==> src/rtl/alu_arbiter.sv <==
// Two-requester arbiter in front of a shared combinational ALU, with a one-entry result stage.
// Define ALU_ARB_FIXED_PRIO_EN for fixed priority (req0 wins); the default build is round-robin.
//
// state | meaning
// EMPTY | no result pending, any grant may issue
// FULL0 | result in rsp_data belongs to requester 0
// FULL1 | result in rsp_data belongs to requester 1
module alu_arbiter #(
  parameter int REG_WIDTH = 32
) (
  input  logic                 clk,
  input  logic                 rst_n,
  input  logic                 req0_valid,
  output logic                 req0_ready,
  input  logic [2:0]           req0_sel,
  input  logic [REG_WIDTH-1:0] req0_a,
  input  logic [REG_WIDTH-1:0] req0_b,
  input  logic                 req1_valid,
  output logic                 req1_ready,
  input  logic [2:0]           req1_sel,
  input  logic [REG_WIDTH-1:0] req1_a,
  input  logic [REG_WIDTH-1:0] req1_b,
  output logic                 rsp0_valid,
  input  logic                 rsp0_ready,
  output logic                 rsp1_valid,
  input  logic                 rsp1_ready,
  output logic [REG_WIDTH-1:0] rsp_data,
  output logic [2:0]           alu_sel,
  output logic [REG_WIDTH-1:0] alu_a,
  output logic [REG_WIDTH-1:0] alu_b,
  input  logic [REG_WIDTH-1:0] alu_res
);

  typedef enum logic [1:0] {
    EMPTY = 2'd0,
    FULL0 = 2'd1,
    FULL1 = 2'd2
  } state_t;

  state_t               state_q, state_d;
  logic [REG_WIDTH-1:0] rsp_data_q;
  logic                 drained;
  logic                 can_issue;
  logic                 grant_vld;
  logic                 grant_id;
`ifndef ALU_ARB_FIXED_PRIO_EN
  logic                 rr_last_q;
`endif

  always_comb begin
    drained    = 1'b0;
    can_issue  = 1'b0;
    grant_vld  = 1'b0;
    grant_id   = 1'b0;
    state_d    = state_q;
    req0_ready = 1'b0;
    req1_ready = 1'b0;
    alu_sel    = '0;
    alu_a      = '0;
    alu_b      = '0;

    drained = ((state_q == FULL0) && rsp0_ready) || ((state_q == FULL1) && rsp1_ready);
    // Nothing may be accepted while reset is held, even though state is already EMPTY.
    can_issue = rst_n && ((state_q == EMPTY) || drained);
    grant_vld = can_issue && (req0_valid || req1_valid);
`ifdef ALU_ARB_FIXED_PRIO_EN
    grant_id = !req0_valid;
`else
    grant_id = (req0_valid && req1_valid) ? !rr_last_q : req1_valid;
`endif

    if (grant_vld) begin
      if (grant_id) begin
        req1_ready = 1'b1;
        alu_sel    = req1_sel;
        alu_a      = req1_a;
        alu_b      = req1_b;
        state_d    = FULL1;
      end else begin
        req0_ready = 1'b1;
        alu_sel    = req0_sel;
        alu_a      = req0_a;
        alu_b      = req0_b;
        state_d    = FULL0;
      end
    end else if (drained) begin
      state_d = EMPTY;
    end
  end

  always_ff @(posedge clk or negedge rst_n) begin
    if (!rst_n) begin
      state_q    <= EMPTY;
      rsp_data_q <= '0;
    end else begin
      state_q <= state_d;
      if (grant_vld) rsp_data_q <= alu_res;
    end
  end

`ifndef ALU_ARB_FIXED_PRIO_EN
  // Reset to 1 so requester 0 wins the first contention.
  always_ff @(posedge clk or negedge rst_n) begin
    if (!rst_n)         rr_last_q <= 1'b1;
    else if (grant_vld) rr_last_q <= grant_id;
  end
`endif

  assign rsp0_valid = (state_q == FULL0);
  assign rsp1_valid = (state_q == FULL1);
  assign rsp_data   = rsp_data_q;

endmodule

==> config.mk <==
export PLATFORM = sky130hd
export DESIGN_NAME = alu_arbiter
export DESIGN_NICKNAME = d
export VERILOG_FILES = /design/src/rtl/alu_arbiter.sv
export SDC_FILE = /design/constraint.sdc
export NUM_CORES = 1
export LEC_CHECK = 0
export ABC_AREA = 1
export CELL_PAD_IN_SITES_DETAIL_PLACEMENT = 0
export CELL_PAD_IN_SITES_GLOBAL_PLACEMENT = 1
export CORE_AREA = 2 2 107 109
export DETAILED_ROUTE_END_ITERATION = 7
export DIE_AREA = 0 0 109 111
export DONT_BUFFER_PORTS = 1
export GPL_TIMING_DRIVEN = 1
export PLACE_DENSITY = 0.63
export SYNTH_ARGS = -nofsm -noshare
export SYNTH_HDL_FRONTEND = slang
export SYNTH_SLANG_ARGS = --single-unit
==> constraint.sdc <==
create_clock -name clk -period 2.4 [get_ports clk]
set_input_delay 0.24 -clock clk [delete_from_list [all_inputs] [get_ports clk]]
set_output_delay 0.24 -clock clk [all_outputs]
set_load 0.01 [all_outputs]
# Word level (Yosys, flattened, before mapping)

Cells that the tools add are included.

Eq/ne operators: 2
Muxes and demuxes: 14
Reductions and logical operators: 11

Operator list:

| operator           | count |
|---|---|
| $mux 32            | 4 |
| $mux 2             | 3 |
| $mux 3             | 2 |
| $logic_and 1x1->1  | 5 |
| $mux 1             | 5 |
| $logic_or 1x1->1   | 3 |
| $eq 2x1->1 const B | 1 |
| $eq 2x2->1 const B | 1 |
| $logic_not 2->1    | 1 |
| $reduce_bool 2->1  | 1 |
| $logic_not 1->1    | 1 |

Bits of input ports: 172
Output and inout port bits: 103
Register bits: 35
Logic and storage cells: 30

# Longest topological paths before layout

Depth after elaboration: 7
Depth in mapped cells: 8
Mapped depth without buffers: 6

# Worst setup path after synthesis

OpenSTA, ideal clock, no wires.

Path type: register to output
Start: reg rr_last_q
End: out alu_b[10]
Arrival time: 1.270 ns
Data required time: 2.160 ns
Stages on the path, launching flop included: 7
Path slack: 0.890 ns
Path buffers: 2
Cell sequence: dfstp_2 > nand2_1 > nand2_2 > buf_4 > buf_2 > nand2_1 > a21oi_1

Longest elaborated chain between the ends: 4

RTL lines:

| element                  | line | source |
|---|---|---|
| start: declaration       | 47   | `logic rr_last_q;` |
| start signal: assignment | 105  | `else if (grant_vld) rr_last_q <= grant_id;` |
| $logic_not 1->1          | 69   | `grant_id = (req0_valid && req1_valid) ? !rr_last_q : req1_valid;` |
| $mux 1                   | 69   |  |
| $mux 32                  | 73   | `if (grant_id) begin` |
| $mux 32                  | 72   | `if (grant_vld) begin` |
| end: declaration         | 30   | `output logic [REG_WIDTH-1:0] alu_b,` |

Every way passes these cells.

# Final worst setup path

Start: reg state_q[0]
End: out alu_a[4]

Longest elaborated chain between the ends: 7
Elaborated cells between the ends (all ways): 10
Classes of those cells: eq/ne: 2; mux: 1; reduce/logical: 7

RTL lines:

| element                                         | line | source |
|---|---|---|
| start: declaration                              | 40   | `state_t state_q, state_d;` |
| start signal: assignment                        | 96   | `state_q <= state_d;` |
| $eq 2x1->1 / $eq 2x2->1 (equally long branches) | 62   | `drained = ((state_q == FULL0) && rsp0_ready) \|\| ((state_q == FULL1) && rsp1_ready);` |
| $logic_and 1x1->1                               | 62   |  |
| $logic_or 1x1->1                                | 62   |  |
| $logic_or 1x1->1 *                              | 64   | `can_issue = rst_n && ((state_q == EMPTY) \|\| drained);` |
| $logic_and 1x1->1 *                             | 64   |  |
| $logic_and 1x1->1 *                             | 65   | `grant_vld = can_issue && (req0_valid \|\| req1_valid);` |
| $mux 32 *                                       | 72   |  |
| end: declaration                                | 29   | `output logic [REG_WIDTH-1:0] alu_a,` |

Mark *: on every way between the ends. The rest lies on a longest branch, timed or not.

==> metrics <==
via count 2623; clock tree sinks 35; worst reg2reg startpoint state_q[0]; # port buffers 0; post-CTS setup buffers 0; Synth Register Bits 35; Slowest Stage Delay on Critical Path 0.41 ns; Post-DP Area 0.00271 mm²; share of cells above drive strength 1 0.164; post-layout instance area 0.00288 mm²; WP data arrival 1.89 ns; setup TNS 0 ns; die area 0.0121 mm²; io pins 275; first-pass GRT wire length 12.6 mm; register-to-register path setup slack 0.72 ns; Crit Path Category reg2out; # setup viols final 0; startpoint class of the critical path flip-flop; Avg Inst Size Synth 6.75 µm²; Worst Tran Pin Value 0.548 ns; reg-to-reg endpoint rsp_data[8]; HP Class in2reg; Synthesized Nets 565; TritonRoute pass-1 iters 4; pwr dens 984 mW/mm²; CP required 2.16 ns; routability cong. 0.750; Mapped Cells 393; post-synth cell types 19; hold slack 0.119 ns; final hold vios 0; number of global-route vias before repair 2381; Setup Skew 0.00573 ns; Die Height 111 µm; Initial Utilization 0.239; status completed; Cell Rows 39; post-route insts no fill 521; CTS buffer count 5; Post-DP HPWL 6.91 mm; commonest non-fill, non-tap cell in the layout nand2_1; R2R cell count 7; initial drt markers 138; H-tree level count 2; Clock Path Buffers 2; Slew Viols, Final 0; FMAX 0.469 GHz; fin crit share 0.889; hold path cells 2; Final #Nets 549; CP Cell Sequence inv_2 > nand2_1 > nand2_2 > nand3_4 > buf_12 > a21oi_2; Rel. slew slack 0.635; placed insts 511; RSZ-0062 raised after global routing no; CTS resizes 0; Layout area overhead 8.49%; max-cap violation count 0; Syn Std Cell Area 0.00265 mm²; hold_buf cts 2; ant diodes 0; VDD IR max 0.000599 V; total core area 0.0111 mm²; clk root buf clkbuf_16; TritonCTS clock tree done; sequential cell area fraction in the yosys report 0.331; clock latency on the worst-skew pair 0.27 ns; number of routed nets with antenna violations 0; CP Capture Point alu_a[4]; final core utilization 0.260; vias per cell 5.03; DRC viols 0; CP Capture Type primary output; Fill cells 1239; Pleak 1.31 nW; Worst setup startpoint state_q[0]; GRT Overall Usage 0.135; initial antenna violation count 1; fin crit period 2.13 ns; commonest non-fill, non-tap cells in the layout nand2_1 (205), a21oi_2 (40), dfrtp_1 (34), nand4_1 (32), a21oi_1 (27); Max stage delay cell, worst path dfrtp_1; grt total ovfl 0; crit-path max FO 41; clock transition at the registers of the reported paths 0.05 ns; per-cell routed wire length 17.5 µm; Post-Route WL 9.12 mm; Die W 109 µm; Yosys Warn Count 0; largest net degree at the start of global routing 63
==> worst max-delay path: cells and delay by family, from the launching register on <==
| kind | cells | cell delay, ns |
|---|---|---|
| AND/OR/NAND/NOR | 3 | 0.53 |
| buffers and inverters | 2 | 0.43 |
| flip-flops | 1 | 0.41 |
| AO/OA/AOI/OAI | 1 | 0.20 |
==> Yosys cell counts <==
master | instances | share of area
buf_2 | 5 | 0.0094
nand2_1 | 205 | 0.29
nor2_1 | 4 | 0.0057
inv_2 | 2 | 0.0028
nand2_2 | 2 | 0.0047
buf_6 | 10 | 0.042
inv_1 | 6 | 0.0085
buf_4 | 3 | 0.0085
nand4_1 | 32 | 0.076
nand3_1 | 2 | 0.0038
clkbuf_1 | 13 | 0.018
dfstp_2 | 1 | 0.0099
nor2_4 | 1 | 0.0042
a21oi_1 | 27 | 0.051
a21oi_2 | 40 | 0.13
nand3_2 | 1 | 0.0038
buf_1 | 3 | 0.0042
o21ai_0 | 2 | 0.0038
dfrtp_1 | 34 | 0.32
==> how the worst min path moves through the flow <==
stage          slack (ns)         from      endpoint
6_report             0.12  alu_res[17]  rsp_data[17]
5_1_grt              0.12  alu_res[12]  rsp_data[12]
4_1_cts              0.11  alu_res[17]  rsp_data[17]
3_5_place_dp        -0.05        rst_n  rsp_data[13]
3_3_place_gp        -0.05        rst_n  rsp_data[12]
2_1_floorplan       -0.06        rst_n   rsp_data[0]
==> sequential cells by signal, indices dropped and copies added, names as in the netlist <==
signal     count
rr_last_q      1
rsp_data      32
state_q        2
==> cell families after synthesis <==
| logic type | after synthesis | synth area share |
|---|---|---|
| flip-flops | 35 | 0.331 |
| buffers and inverters | 42 | 0.0944 |
| AO/OA/AOI/OAI | 69 | 0.187 |
| AND/OR/NAND/NOR | 247 | 0.388 |
==> per-layer routing <==
metal | share of wire | GRT usage | up-vias
li1 | - | - | 1244
met1 | 0.38 | 0.151 | 1215
met2 | 0.51 | 0.245 | 156
met3 | 0.10 | 0.0400 | 8
met4 | 0.011 | 0.0342 | 0
met5 | 0 | 0 | -
==> where the power goes <==
| part | switching [mW] | internal [mW] | total [mW] |
|---|---|---|---|
| logic | 0.760 | 0.300 | 1.06 |
| registers | 0.316 | 0.850 | 1.17 |
| clock network | 0.220 | 0.385 | 0.605 |
==> cell type report <==
cell class                 instances  area [µm²]  share of cell area
clock buffer                       8         136              0.0474
sequential                        35         877               0.305
timing repair buffer              11         123              0.0426
multi-input combinational        316        1530               0.532
inverter                           8        30.0              0.0104
tap                              143         179              0.0622
==> stage by stage <==
step / setup slack (ns) / power, mW
3_3_place_gp: 0.592 / 2.20
4_1_cts: 0.266 / 2.88
6_report: 0.266 / 2.83
2_1_floorplan: 0.890 / 2.03
3_5_place_dp: 0.567 / 2.24
5_1_grt: 0.131 / 3.06
Power figures use the tool's default switching activity.
